## src/rtl/figuras_gato_pkg.sv

```systemverilog
// Shared types and constants for the tic-tac-toe pixel generator:
// cell states, colours, board geometry, mark dimensions and command codes.
package figuras_gato_pkg;

   // Content of one board cell
   typedef enum logic [1:0] {
      CELDA_VACIA = 2'd0,
      CELDA_X     = 2'd1,
      CELDA_O     = 2'd2
   } celda_t;

   // Colours, bit 2 = R, bit 1 = G, bit 0 = B
   localparam logic [2:0] NEGRO  = 3'b000;
   localparam logic [2:0] BLANCO = 3'b111;
   localparam logic [2:0] ROJO   = 3'b100;
   localparam logic [2:0] AZUL   = 3'b001;
   localparam logic [2:0] VERDE  = 3'b010;

   // Board placement in screen coordinates
   localparam logic [9:0] ORG_X   = 10'd160;
   localparam logic [9:0] ORG_Y   = 10'd120;
   localparam logic [9:0] CELDA_W = 10'd100;
   localparam logic [9:0] CELDA_H = 10'd80;
   localparam logic [9:0] FIN_X   = 10'd459;
   localparam logic [9:0] FIN_Y   = 10'd359;

   // Column / row boundaries (start of columns 1, 2 and rows 1, 2)
   localparam logic [9:0] COL1_X = ORG_X + CELDA_W;
   localparam logic [9:0] COL2_X = ORG_X + 10'd2 * CELDA_W;
   localparam logic [9:0] FIL1_Y = ORG_Y + CELDA_H;
   localparam logic [9:0] FIL2_Y = ORG_Y + 10'd2 * CELDA_H;

   // Grid: outer frame thickness and inner bar ranges
   localparam logic [9:0] MARCO     = 10'd2;
   localparam logic [9:0] VBAR0_INI = 10'd258;
   localparam logic [9:0] VBAR0_FIN = 10'd261;
   localparam logic [9:0] VBAR1_INI = 10'd358;
   localparam logic [9:0] VBAR1_FIN = 10'd361;
   localparam logic [9:0] HBAR0_INI = 10'd198;
   localparam logic [9:0] HBAR0_FIN = 10'd201;
   localparam logic [9:0] HBAR1_INI = 10'd278;
   localparam logic [9:0] HBAR1_FIN = 10'd281;

   // X mark: bounding box in cell-local coordinates, anti-diagonal sum, stroke half-width
   localparam logic [7:0] X_U_INI  = 8'd20;
   localparam logic [7:0] X_U_FIN  = 8'd79;
   localparam logic [7:0] X_V_INI  = 8'd10;
   localparam logic [7:0] X_V_FIN  = 8'd69;
   localparam logic [7:0] X_DIAG   = 8'd59;
   localparam logic [7:0] X_GROSOR = 8'd2;

   // O mark: centre and squared inner/outer radii (22^2, 28^2)
   localparam logic [7:0]  O_CU     = 8'd50;
   localparam logic [7:0]  O_CV     = 8'd40;
   localparam logic [12:0] O_R2_MIN = 13'd484;
   localparam logic [12:0] O_R2_MAX = 13'd784;

   // Command codes on entrada
   localparam logic [3:0] CMD_CELDA_MAX = 4'd9;
   localparam logic [3:0] CMD_LIMPIAR   = 4'd15;

   // The 8 winning lines as masks over cell index k = 3*row + col
   localparam logic [8:0] LINEAS [8] = '{
      9'b000_000_111,   // row 0
      9'b000_111_000,   // row 1
      9'b111_000_000,   // row 2
      9'b001_001_001,   // column 0
      9'b010_010_010,   // column 1
      9'b100_100_100,   // column 2
      9'b100_010_001,   // diagonal 0,4,8
      9'b001_010_100    // diagonal 2,4,6
   };

   // Unsigned absolute difference
   function automatic logic [7:0] abs_dif(input logic [7:0] a, input logic [7:0] b);
      return (a >= b) ? (a - b) : (b - a);
   endfunction

endpackage

```

## src/rtl/figuras_gato_celda.sv

```systemverilog
// Combinational mark renderer for a single cell: given cell-local (u, v),
// the cell content and its win flag, reports whether the pixel is part of
// the mark and which colour it takes.
module figuras_gato_celda
   import figuras_gato_pkg::*;
(
   input  logic [6:0] u,
   input  logic [6:0] v,
   input  celda_t     estado,
   input  logic       ganadora,
   output logic       marca_on,
   output logic [2:0] color
);

   logic [7:0]  uu;
   logic [7:0]  vv;
   logic [7:0]  a;
   logic [7:0]  b;
   logic        zona_x;
   logic        diag_p;
   logic        diag_s;
   logic        marca_x;
   logic [7:0]  du;
   logic [7:0]  dv;
   logic [11:0] sq_u;
   logic [11:0] sq_v;
   logic [12:0] r2;
   logic        anillo;

   // X strokes, O ring and resulting colour
   always_comb begin
      uu = {1'b0, u};
      vv = {1'b0, v};

      zona_x = (uu >= X_U_INI) && (uu <= X_U_FIN) && (vv >= X_V_INI) && (vv <= X_V_FIN);
      a      = uu - X_U_INI;
      b      = vv - X_V_INI;
      diag_p = abs_dif(a, b) <= X_GROSOR;
      diag_s = abs_dif(a + b, X_DIAG) <= X_GROSOR;
      marca_x = zona_x && (diag_p || diag_s);

      du     = abs_dif(uu, O_CU);
      dv     = abs_dif(vv, O_CV);
      sq_u   = {4'b0000, du} * {4'b0000, du};
      sq_v   = {4'b0000, dv} * {4'b0000, dv};
      r2     = {1'b0, sq_u} + {1'b0, sq_v};
      anillo = (r2 >= O_R2_MIN) && (r2 <= O_R2_MAX);

      marca_on = ((estado == CELDA_X) && marca_x) || ((estado == CELDA_O) && anillo);

      color = NEGRO;
      if (marca_on) begin
         if (ganadora)                color = VERDE;
         else if (estado == CELDA_X)  color = ROJO;
         else                         color = AZUL;
      end
   end

endmodule

```

## src/rtl/figuras_gato.sv

```systemverilog
// Tic-tac-toe pixel generator: board state, edge-triggered command decode,
// win/draw detection and a registered RGB output for the current pixel.
module figuras_gato
   import figuras_gato_pkg::*;
(
   input  logic       clk,
   input  logic       reset,
   input  logic       video_mostrar,
   input  logic [3:0] entrada,
   input  logic [9:0] pixel_x,
   input  logic [9:0] pixel_y,
   output logic [2:0] salida_rgb
);

   celda_t     tablero_q [9];
   celda_t     tablero_d [9];
   celda_t     turno_q;
   celda_t     turno_d;
   logic       fin_q;
   logic       fin_d;
   logic [8:0] gana_q;
   logic [8:0] gana_d;
   logic [3:0] entrada_prev_q;
   logic [3:0] entrada_prev_d;
   logic [2:0] salida_rgb_q;
   logic [2:0] salida_rgb_d;

   logic       acepta;
   logic [3:0] celda_sel;
   logic [8:0] marcas_x;
   logic [8:0] marcas_o;
   logic [8:0] gana_eval;
   logic       fin_eval;

   logic       en_tablero;
   logic       es_rejilla;
   logic [1:0] col;
   logic [1:0] fila;
   logic [9:0] base_x;
   logic [9:0] base_y;
   logic [6:0] u;
   logic [6:0] v;
   logic [3:0] idx;
   celda_t     estado_pix;
   logic       ganadora_pix;
   logic       marca_on;
   logic [2:0] color_celda;

   // Line evaluation on the registered board; lands in fin/gana one cycle after a move
   always_comb begin
      marcas_x = '0;
      marcas_o = '0;
      for (int unsigned k = 0; k < 9; k++) begin
         marcas_x[k] = (tablero_q[k] == CELDA_X);
         marcas_o[k] = (tablero_q[k] == CELDA_O);
      end
      gana_eval = '0;
      for (int unsigned l = 0; l < 8; l++) begin
         if (((marcas_x & LINEAS[l]) == LINEAS[l]) || ((marcas_o & LINEAS[l]) == LINEAS[l]))
            gana_eval = gana_eval | LINEAS[l];
      end
      fin_eval = (|gana_eval) || (&(marcas_x | marcas_o));
   end

   // Command decode on the 0 -> nonzero transition of entrada
   always_comb begin
      entrada_prev_d = entrada;
      tablero_d      = tablero_q;
      turno_d        = turno_q;
      fin_d          = fin_eval;
      gana_d         = gana_eval;
      acepta         = (entrada_prev_q == '0) && (entrada != '0);
      celda_sel      = entrada - 4'd1;

      if (acepta) begin
         if (entrada == CMD_LIMPIAR) begin
            for (int unsigned k = 0; k < 9; k++) tablero_d[k] = CELDA_VACIA;
            turno_d = CELDA_X;
            fin_d   = 1'b0;
            gana_d  = '0;
         end else if (entrada <= CMD_CELDA_MAX) begin
            if ((tablero_q[celda_sel] == CELDA_VACIA) && !fin_q) begin
               tablero_d[celda_sel] = turno_q;
               turno_d = (turno_q == CELDA_X) ? CELDA_O : CELDA_X;
            end
         end
      end
   end

   // Cell selection and cell-local coordinates for the current pixel
   always_comb begin
      en_tablero = (pixel_x >= ORG_X) && (pixel_x <= FIN_X) &&
                   (pixel_y >= ORG_Y) && (pixel_y <= FIN_Y);

      if (pixel_x < COL1_X)      begin col = 2'd0; base_x = ORG_X;  end
      else if (pixel_x < COL2_X) begin col = 2'd1; base_x = COL1_X; end
      else                       begin col = 2'd2; base_x = COL2_X; end

      if (pixel_y < FIL1_Y)      begin fila = 2'd0; base_y = ORG_Y;  end
      else if (pixel_y < FIL2_Y) begin fila = 2'd1; base_y = FIL1_Y; end
      else                       begin fila = 2'd2; base_y = FIL2_Y; end

      u   = 7'(pixel_x - base_x);
      v   = 7'(pixel_y - base_y);
      idx = ({2'b00, fila} * 4'd3) + {2'b00, col};

      // Off-board pixels can map past cell 8; they are masked by en_tablero anyway
      if (idx <= 4'd8) begin
         estado_pix   = tablero_q[idx];
         ganadora_pix = gana_q[idx];
      end else begin
         estado_pix   = CELDA_VACIA;
         ganadora_pix = 1'b0;
      end

      es_rejilla = en_tablero && (
                   (pixel_x < ORG_X + MARCO) || (pixel_x > FIN_X - MARCO) ||
                   (pixel_y < ORG_Y + MARCO) || (pixel_y > FIN_Y - MARCO) ||
                   ((pixel_x >= VBAR0_INI) && (pixel_x <= VBAR0_FIN)) ||
                   ((pixel_x >= VBAR1_INI) && (pixel_x <= VBAR1_FIN)) ||
                   ((pixel_y >= HBAR0_INI) && (pixel_y <= HBAR0_FIN)) ||
                   ((pixel_y >= HBAR1_INI) && (pixel_y <= HBAR1_FIN)));
   end

   figuras_gato_celda u_celda (
      .u        (u),
      .v        (v),
      .estado   (estado_pix),
      .ganadora (ganadora_pix),
      .marca_on (marca_on),
      .color    (color_celda)
   );

   // Colour priority: blanking, grid, marks, background
   always_comb begin
      salida_rgb_d = NEGRO;
      if (video_mostrar) begin
         if (es_rejilla)                  salida_rgb_d = BLANCO;
         else if (en_tablero && marca_on) salida_rgb_d = color_celda;
      end
   end

   // State and output registers with synchronous reset
   always_ff @(posedge clk) begin
      if (reset) begin
         for (int unsigned k = 0; k < 9; k++) tablero_q[k] <= CELDA_VACIA;
         turno_q        <= CELDA_X;
         fin_q          <= 1'b0;
         gana_q         <= '0;
         entrada_prev_q <= '0;
         salida_rgb_q   <= NEGRO;
      end else begin
         tablero_q      <= tablero_d;
         turno_q        <= turno_d;
         fin_q          <= fin_d;
         gana_q         <= gana_d;
         entrada_prev_q <= entrada_prev_d;
         salida_rgb_q   <= salida_rgb_d;
      end
   end

   assign salida_rgb = salida_rgb_q;

endmodule

```

## config.mk

```make
export PLATFORM = sky130hd
export DESIGN_NAME = figuras_gato
export DESIGN_NICKNAME = d
export VERILOG_FILES = /design/src/rtl/figuras_gato_pkg.sv /design/src/rtl/figuras_gato_celda.sv /design/src/rtl/figuras_gato.sv
export SDC_FILE = /design/constraint.sdc
export NUM_CORES = 1
export LEC_CHECK = 0
export CAP_MARGIN = 20
export CORE_ASPECT_RATIO = 0.5
export CORE_MARGIN = 2
export CORE_UTILIZATION = 50
export CTS_CLUSTER_DIAMETER = 150
export CTS_CLUSTER_SIZE = 24
export DETAILED_ROUTE_END_ITERATION = 7
export DONT_BUFFER_PORTS = 1
export REMOVE_ABC_BUFFERS = 1
export SETUP_SLACK_MARGIN = 0.4
export SYNTH_ARGS = -nofsm -noshare
export SYNTH_HDL_FRONTEND = slang
export SYNTH_HIERARCHICAL = 1
export SYNTH_SLANG_ARGS = --single-unit
export TNS_END_PERCENT = 1
```

## constraint.sdc

```tcl
create_clock -name clk -period 25.1 [get_ports clk]
set_clock_uncertainty 0.1 [all_clocks]
set_input_delay 1.255 -clock clk [delete_from_list [all_inputs] [get_ports clk]]
set_output_delay 1.255 -clock clk [all_outputs]
set_load 0.005 [all_outputs]
```

Word-level counts from Yosys, hierarchy flattened. Cells that the tools add are included.

Bits of input ports: 27. Output and inout port bits: 3. Register bits after elaboration: 37.

Order comparisons: 38. Mux-type cells: 49. Multiply operators: 3. Eq/ne operators: 38. Reductions and logical operators: 47. $add $sub $neg: 16. Bitwise logic cells: 4.

Operators by type and width (count): 18-bit 2-to-1 mux (3); 10-bit by 9-bit less-or-equal comparator with 1-bit output (second input constant) (5); 3-bit == test (second input constant) (16); 9-bit 2-to-1 mux (5); 7-bit 2-to-1 mux (6); 8-bit 2-to-1 mux (5); 10-bit by 9-bit greater-or-equal comparator with 1-bit output (second input constant) (3); 10-bit by 9-bit < comparator with 1-bit output (second input constant) (3); 2-bit 2-to-1 mux (14); 8-bit by 8-bit multiplier with 12-bit output (2); 2-bit by 1-bit == test with 1-bit output (second input constant) (11); 2-bit == test (second input constant) (10); 10-bit by 8-bit greater-or-equal comparator with 1-bit output (second input constant) (2); 10-bit by 9-bit > comparator with 1-bit output (second input constant) (2); 10-bit by 8-bit < comparator with 1-bit output (second input constant) (2); 1-bit logical AND (19); 18-bit bitwise mux (1); 1-bit logical OR (18); 3-bit 2-to-1 mux (6); 2-bit binary-select mux with 4-bit select (2); 8-bit by 2-bit less-or-equal comparator with 1-bit output (second input constant) (2); 6-bit by 7-bit subtractor with 8-bit output (first input constant) (2); 7-bit by 6-bit subtractor with 8-bit output (second input constant) (2); 8-bit subtractor (2); other kinds (42) (52).

Logic depth before layout (Yosys ltp). Gate-level depths: netlist of the first run.

Depth in word-level cells: 16. Gate-level depth with buffers: 43. Mapped depth without buffers: 41.

By module. The synthesis of the first run kept the hierarchy.

Modules (own cells, without submodules): figuras_gato_celda (sequential area each 0.0 um^2, times used 1, area each 5286.3 um^2, cells each 666); figuras_gato (sequential area each 740.7 um^2, times used 1, area each 3206.8 um^2, cells each 367).

Worst setup path after synthesis of the first run. Ideal clock, no wire load.

Path type: input port to flip-flop. From: input port pixel_x[6]. To: register salida_rgb_q[0], in the netlist salida_rgb[0]. Data required time: 24919 ps. Path slack: 15704 ps. Arrival time: 9215 ps. Path buffers: 1. Cell stages on the path: 38. Path through: clkbuf_1 -> nor4_1 -> nand2_1 -> a21oi_1 -> nor2_1 -> ha_1 -> inv_1 -> fa_1 -> inv_1 -> ha_1 -> a21bo_2 -> a21o_1 -> a31oi_2 -> mux2i_1 -> xnor2_1 -> inv_1 -> nand2b_1 -> inv_1 -> [2 not listed] -> inv_1 -> fa_1 -> fa_1 -> inv_1 -> ha_1 -> a21oi_1 -> xnor2_1 -> ha_1 -> inv_1 -> nor3_1 -> a221oi_1 -> nand2_1 -> a2111o_1 -> a211oi_1 -> a41oi_1 -> a21oi_1 -> nand2_1 -> a41oi_1.

Longest elaborated chain between the ends: 16.

Ends and longest elaborated chain: start, declared (line figuras_gato.sv:10) `input logic [9:0] pixel_x,`; 10-bit by 9-bit < comparator with 1-bit output (line figuras_gato.sv:96) `else if (pixel_x < COL2_X) begin col = 2'd1; base_x = COL1_X; end`; 7-bit 2-to-1 mux (line figuras_gato.sv:96); 7-bit 2-to-1 mux (*) (line figuras_gato.sv:95) `if (pixel_x < COL1_X) begin col = 2'd0; base_x = ORG_X; end`; 7-bit subtractor (*) (line figuras_gato.sv:103) `u = 7'(pixel_x - base_x);`; via u[3] (line figuras_gato.sv:41) `logic [6:0] u;`; parallel branches: the longest is 8 deep, another holds 12-bit by 12-bit adder with 13-bit output; 1-bit logical OR (*) (line figuras_gato_celda.sv:49) `marca_on = ((estado == CELDA_X) && marca_x) || ((estado == CELDA_O) && anillo);`; 3-bit 2-to-1 mux (*) (line figuras_gato_celda.sv:52) `if (marca_on) begin`; via color_celda[0] (line figuras_gato.sv:47) `logic [2:0] color_celda;`; 3-bit 2-to-1 mux (*) (line figuras_gato.sv:139) `else if (en_tablero && marca_on) salida_rgb_d = color_celda;`; 3-bit 2-to-1 mux (*) (line figuras_gato.sv:138) `if (es_rejilla) salida_rgb_d = BLANCO;`; end signal, assigned (line figuras_gato.sv:158) `salida_rgb_q <= salida_rgb_d;`; end, declared (line figuras_gato.sv:25) `logic [2:0] salida_rgb_q;`.

Mark *: on every way through the listed nets, which the timed path passes. The select of a mux whose other input is x is not followed. A chain may end at the register's enable or synchronous reset.

Final worst setup path of the first run.
From: input port pixel_x[7]. To: register salida_rgb_q[1], in the netlist salida_rgb[1].

Same word-level chain as after synthesis.

==> results.cfg, run 1 <==
[yosys]
yosysTopAreaCell = ha_1
syn_avg_cell_area_um2 = 8.22
yosysSeqAreaShare_pct = 8.72
syn_area_um2 = 8490
netlist.area_leader.share_pct = 19.4
synth_edf_count = 0
yosys_warnings = 6
dominantRegCellSynth = dfxtp_1
ys_types = 89
synth_common_cells = inv_1 (158), ha_1 (132), nor2_1 (73), a21oi_1 (58), fa_1 (54)
yosysMostFrequentCell = inv_1
async_reset_ff_share_pct = 0
synth_area_leaders = ha_1 (19%), fa_1 (13%), dfxtp_1 (8.7%), inv_1 (7.0%), xnor2_1 (4.8%)
ys_ff_latch = 37
syn-instance-count = 1033

[die]
ios = 30
start_util_pct = 51.4
rows = 33
die_x_um = 188
design.core.area_um2 = 16500
die-area_um2 = 18100
fp.dieH_um = 96.2

[final_layout]
area_delta_synth_final_pct = 4.51
fill_cells = 1640
nNetsFinal = 1227
utilization_pct = 53.7
drive_gt1_share_pct = 5.81
antennaDiodeCount = 0

[setup_path]
cp_num_cells = 37
crit_arrival_ns = 10.23
critical_path_required_ns = 25.20
r2r_slack_ns = 21.80
startpoint_type = primary input
crit_slowest_cell = fa_1
cp_common_cell = inv_1
reg2regPathDepth = 12
crit_family = adder cells
cp_max_fo = 6
cp-end-kind = flip-flop
critPathMaxStageDelay_ns = 0.55
worstSetupPathType = in2reg
critPathBufInv = 7

[sta]
hold_violations = 0
fin_ws_ns = 14.97
fin_crit_ns = 10.13
period_share_pct = 40.4
slew_headroom_pct = 37.2
slew_viol_final = 0
setup_tns_ns = 0
worstMarginPinSlew_ns = 0.935
setup_violations = 0
timing.fmax_mhz = 98.7
grt_setup_unrepaired = false

[worst_hold_path]
min_path_type = reg2reg
hold_path_depth = 2

[clock_tree]
cts_buffer_depth = 2
cts_buffers = 5
cts_tree = yes
post-cts-setup-buffer-count = 0
cts.repair.resized = 0
clock_latency_ns = 0.29
path_clk_slew_ns = 0.06
hold_buffers = 0
h-tree-depth = 2
clock_sinks = 37
cts-root-buf = clkbuf_16

[route]
post_drt_wl_per_cell_um = 16.5
viasPerCell = 5.91
drt_pass1_iterations = 5
ant_nets = 0
drc_errors = 0
num_vias = 7339
drt_wl_total_um = 20500
drtIter0Drc = 404

[global_route]
grt.total_usage_pct = 22.8
grt_overflow = 0
antenna_found_initial = 0
grt_pass1_vias = 7117
grt_max_degree = 30
grt_pass1_wl_um = 34000

[placement]
dp_slack_ns = 14.74
gp_congestion = 0.926
place_hpwl_um = 16700
io_buffers = 0

[job]
maxCapViolCount = 0

[status]
outcome = finished clean
## worst paths after layout
check             endpoint          start
min reg2reg   tablero_q[0]     turno_q[0]
max reg2reg  salida_rgb[1]  tablero_q[17]
min           tablero_q[0]     turno_q[0]
max          salida_rgb[1]     pixel_x[7]
## tightest hold or removal path, delay by kind of cell, from the launching register on
kind             cells  cell delay [ns]
AND/OR/NAND/NOR      1             0.06
AO/OA/AOI/OAI        1             0.06
flip-flops           1             0.33
## stage by stage
stage	std cells	instance area [um2]	hold WS, ns
detailed placement	1234	8680	0.380
global route	1242	8880	0.426
floorplan	1004	8370	0.354
CTS	1242	8880	0.394
global placement	1234	8680	0.388
finish	1242	8880	0.394
## routing by layer
metal  vias up  wire length [um]  GRT usage [%]
met2       135              9660           41.3
met4         0               263           5.14
met3        18               675           1.71
met5         -                 0              0
met1      3557              9940           30.1
li1       3629                 -              -
## area by class of cell
cell class	count	area, um2	area share (%)
clock buffers	5	125	1.41
clock inverters	3	68.8	0.775
inverters	161	604	6.81
repair buffers	3	22.5	0.254
multi-input cells	806	7030	79.2
well taps	227	284	3.20
flip-flops and latches	37	741	8.35
## sequential cells by signal (all words and copies together), names as in the netlist
name	flops
salida_rgb	3
gana_q	9
turno_q	2
entrada_prev_q	4
tablero_q	18
fin_q	1
## cells by family (layout without fill, tap and decap cells)
kind of cell             after synthesis  in the layout  synth area share (%)
AO/OA/AOI/OAI                        281            281                  24.1
AND/OR/NAND/NOR                      258            258                  16.5
buffers and inverters                190            172                  8.54
adder cells (fa/ha/maj)              186            186                  32.2
XOR/XNOR                              60             60                  6.28
flip-flops                            37             37                  8.72
multiplexers                          21             21                  3.71
## placed cells by master (no fill, tap or decap), types with 4 or more instances in the layout
cell type	instances
nor2_1	73
a41oi_1	5
o21bai_1	14
xnor2_1	47
a21o_1	24
or2_2	9
nand3b_1	8
nor4_1	8
clkbuf_16	5
mux2_2	4
o21a_1	9
or3_1	7
o2111ai_1	4
ha_1	132
a21oi_1	58
xor2_1	12
o311ai_0	5
inv_1	158
nand2_1	46
mux2i_1	9
fa_1	54
o211ai_1	5
nor2b_1	13
dfxtp_1	37
a211oi_1	10
nand3_1	9
o31ai_1	30
and3_1	13
nor3_1	21
nor3b_1	5
o32ai_1	4
nand2b_1	18
o21ai_0	23
a221oi_1	11
a22oi_1	17
a31oi_1	14
mux4_2	8
Power of run 1 is left out: the tool's default activity adds up to more than one toggle a clock period on the data nets, which glitch-free logic cannot reach.
==> inputs of run 2 (changes only) <==
==> constraint.sdc (replaced) <==
create_clock -name clk -period 9.4 [get_ports clk]
set_clock_uncertainty 0.1 [all_clocks]
set_input_delay 0.47 -clock clk [delete_from_list [all_inputs] [get_ports clk]]
set_output_delay 0.47 -clock clk [all_outputs]
set_load 0.005 [all_outputs]
==> run 2 against run 1 <==
Effect of this change:
- non-clock buffer count is 14 higher
- final area rose by 2.1%
- first-iteration DRC count grew 3.5%
- register-to-register slack worse by 16 ns
- global-route usage is 1.2 points higher
- hold slack got worse by 0.24 ns
- cell count increased by 1.1%
- utilization up 1.1 points
- critical endpoint is now salida_rgb[0]
- largest cell class unchanged
- highest routed layer unchanged
==> results.cfg, run 2 (same netlist as run 1, synthesis figures left out) <==
[sta]
timing.fmax_mhz = 118
hold_violations = 0
slew_headroom_pct = 43.9
period_share_pct = 90.3
slew_viol_final = 0
worstMarginPinSlew_ns = 0.835
fin_crit_ns = 8.49
setup_tns_ns = 0
grt_setup_unrepaired = false
setup_violations = 0

[route]
drc_errors = 0
dr_wl_met2_um = 9880
wl_met3_um = 801
wl_met1_um = 9930
num_vias = 7412
ant_nets = 0
drt_pass1_iterations = 5
drtIter0Drc = 418
viasPerCell = 5.90
drt_wl_total_um = 20900
top_layer_used = met4
post_drt_wl_per_cell_um = 16.6

[die]
design.core.area_um2 = 16500
rows = 33
die-area_um2 = 18100
fp.dieH_um = 96.2
start_util_pct = 51.4
die_x_um = 188
ios = 30

[placement]
gp_congestion = 0.897
place_hpwl_um = 17100
io_buffers = 0

[setup_path]
crit_arrival_ns = 8.59
worstSetupPathType = in2reg
reg2reg_from = tablero_q[10]
cp-end-kind = flip-flop
critPathMaxStageDelay_ns = 0.54
crit_slowest_cell = fa_1
startpoint_type = primary input
critical_path_required_ns = 9.50
cp_max_fo = 7
cp-startpoint = pixel_x[4]

[status]
outcome = finished clean

[clock_tree]
clock_latency_ns = 0.28
cts_buffer_depth = 2
cts-root-buf = clkbuf_16
clock_sinks = 37
hold_buffers = 0
path_clk_slew_ns = 0.06
cts_buffers = 5
h-tree-depth = 2
cts_tree = yes

[worst_hold_path]
worstHoldStart = reset
min_path_type = in2reg

[final_layout]
drive_gt1_share_pct = 8.75
antennaDiodeCount = 0
final_cell_mix = inv_1 (156), ha_1 (131), nor2_1 (70), a21oi_1 (55), fa_1 (54)
area_delta_synth_final_pct = 6.72
nNetsFinal = 1241
regMostFlops = tablero_q
reg_top3 = tablero_q x18, gana_q x9, entrada_prev_q x4
largest_reg_flops = 18
final_common_cell = inv_1

[global_route]
grt_pass1_vias = 7282
grt_max_degree = 30
grt.total_usage_pct = 24.0
grt_pass1_wl_um = 35700
grt_overflow = 0
antenna_found_initial = 0

[job]
maxCapViolCount = 0
## run 2: cell types whose count changed in the layout (fill, tap and decap cells not counted), sizes merged
cell,before,now
buf,3,17
## run 2: final timing paths
kind,to,slack (ns),depth (start not counted)
setup / recovery,salida_rgb[0],0.91,37
hold / removal,entrada_prev_q[1],0.15,1
setup reg to reg,salida_rgb[0],6.15,12
hold reg to reg,tablero_q[0],0.41,2
## run 2: repair_timing
item	in CTS	in global routing
gates resized for setup	2	16
buffers inserted	0	6
pin swaps	0	9
setup endpoints to repair	3	3
## run 2: final cells by class
cell class	instances	area, um2
clock inverters	3	68.8
inverters	161	604
multi-input cells	806	7110
flip-flops and latches	37	741
repair buffers	17	128
well taps	227	284
fillers	1597	7450
clock buffers	5	125
## run 2: metal layers
layer  vias to the layer above  GRT usage [%]
met1                      3570           32.1
met5                         -              0
met4                         0           4.56
li1                       3659              -
met2                       160           43.2
met3                        23           1.86
## run 2: critical path: cells and delay by family
family,cells,cell delay (ns)
muxes,1,0.30
buffers and inverters,8,0.64
xor gates and xnor gates,2,0.36
and+or+nand+nor,6,0.65
adders and majority gates,9,3.55
AOI/OAI and AO/OA,11,2.59
## run 2: per-stage QoR
| stage | hold slack (ns) | utilization, % | area (um2) | worst slack [ns] | std cells |
|---|---|---|---|---|---|
| floorplan | 0.354 | - | 8370 | 0.950 | 1004 |
| global route | 0.146 | 54.9 | 9060 | 0.388 | 1256 |
| global placement | 0.388 | 52.9 | 8740 | 0.295 | 1242 |
| CTS | 0.148 | 54.2 | 8950 | 0.476 | 1250 |
| detailed placement | 0.406 | 52.9 | 8740 | 0.0760 | 1242 |
| finish | 0.152 | 54.9 | 9060 | 0.913 | 1256 |
Power of run 2 is left out for the same reason.
==> inputs of run 3 (changes only) <==
--- a/config.mk
+++ b/config.mk
@@ -7,7 +7,6 @@
 export LEC_CHECK = 0
 export CAP_MARGIN = 20
 export CORE_ASPECT_RATIO = 0.5
-export CORE_MARGIN = 2
 export CORE_UTILIZATION = 50
 export CTS_CLUSTER_DIAMETER = 150
 export CTS_CLUSTER_SIZE = 24
==> run 3 against run 2 <==
Effect of this change:
- maximum frequency down 1.0%
- count of clock-buffer cells in the layout is the same
- critical path type unchanged
- die area down 3.1%
- cell count is 0.24% higher
- first-iteration DRC count is 9.6% higher
- register-to-register slack lost 0.02 ns
- largest cell class unchanged
- non-clock buffer count increased by 3
- critical path depth unchanged
- sequential share of layout area about the same
==> results.cfg, run 3 (same netlist as run 1, synthesis figures left out) <==
[route]
drc_errors = 0
drt_wl_total_um = 21000
viasPerCell = 5.85
post_drt_wl_per_cell_um = 16.7
drtIter0Drc = 458
ant_nets = 0
drt_pass1_iterations = 5
num_vias = 7369

[die]
rows = 33
ios = 30
start_util_pct = 51.6
fp.dieH_um = 94.2
die-area_um2 = 17500
die_x_um = 186
design.core.area_um2 = 16500

[final_layout]
largest_reg_flops = 18
regMostFlops = tablero_q
antennaDiodeCount = 0
final_cell_mix = inv_1 (154), ha_1 (131), nor2_1 (69), a21oi_1 (54), fa_1 (54)
drive_gt1_share_pct = 9.69
fill_cells = 1566
area_delta_synth_final_pct = 7.22
nNetsFinal = 1244
ff_latch_area_um2 = 741
final_common_cell = inv_1
reg_top3 = tablero_q x18, gana_q x9, entrada_prev_q x4
layoutNonFillerInstCount = 1259
final_area_um2 = 9110
multi_input_area_um2 = 7160

[sta]
slew_headroom_pct = 46.8
setup_violations = 0
fin_crit_ns = 8.58
fin_ws_ns = 0.823
worstMarginPinSlew_ns = 0.792
slew_viol_final = 0
hold_slack_ns = 0.151
grt_setup_unrepaired = false
hold_violations = 0
period_share_pct = 91.2
timing.fmax_mhz = 117

[clock_tree]
cts_buffers = 5
h-tree-depth = 2
clock_latency_ns = 0.29
cts-root-buf = clkbuf_16
cts_tree = yes
clock_sinks = 37
path_clk_slew_ns = 0.06
cts_buffer_depth = 2

[worst_hold_path]
min_path_type = in2reg

[placement]
dp_cells = 1241
place_hpwl_um = 17100
gp_congestion = 0.927
dp_slack_ns = -0.0290
io_buffers = 0
placed_cell_area_um2 = 8730

[setup_path]
cp_max_fo = 7
worstSetupPathType = in2reg
crit_slowest_cell = fa_1
cp-end-kind = flip-flop
crit_arrival_ns = 8.67
cp_common_cell = inv_1
critical_path_required_ns = 9.49
startpoint_type = primary input
critPathMaxStageDelay_ns = 0.55

[status]
outcome = finished clean

[global_route]
grt_max_degree = 30
grt_overflow = 0
antenna_found_initial = 0
grt_pass1_vias = 7145
grt_pass1_wl_um = 34900
grt.total_usage_pct = 24.1

[job]
maxCapViolCount = 0
## run 3: timing repair
action                                  in CTS  in global routing
hold buffers                                 0                  0
gates cloned                                 0                  0
pin swaps                                    0                 12
gates resized for setup                      3                 23
setup buffers                                0                 10
endpoints found under the setup margin       3                  3
## run 3: routing by layer
layer	up-vias	GRT usage, %	part of all wire [%]	wire [um]
met1	3557	31.7	48	10100
li1	3654	-	-	-
met4	0	5.99	1.8	368
met3	26	2.20	2.8	582
met5	-	0	0	0
met2	132	42.7	47	9950
## run 3: final timing paths
path / startpoint / endpoint / slack [ns] / cells after the start
max: pixel_y[3] / salida_rgb[1] / 0.82 / 37
min: reset / entrada_prev_q[1] / 0.15 / 1
min reg2reg: turno_q[0] / tablero_q[0] / 0.41 / 2
max reg2reg: tablero_q[7] / salida_rgb[1] / 6.13 / 12
## run 3: worst max-delay path: cells and delay by family
kind	cells	cell delay [ns]
buf+inv	6	0.56
fa+ha+maj	7	3.03
simple gates	5	0.54
compound gates	15	3.36
xor+xnor	4	0.69
## run 3: final cells by class
cell class,instances,area share (%)
inverters,161,6.64
repair buffers,20,1.65
multi-input cells,806,78.6
clock inverters,3,0.508
well taps,227,3.12
clock buffers,5,1.37
flip-flops and latches,37,8.13
## run 3: per-stage QoR
step	setup TNS, ns	utilization (%)
global placement	0	53.0
finish	0	55.3
CTS	0	54.2
floorplan	0	-
global route	0	55.3
detailed placement	-0.0290	53.0
Power of run 3 is left out for the same reason.
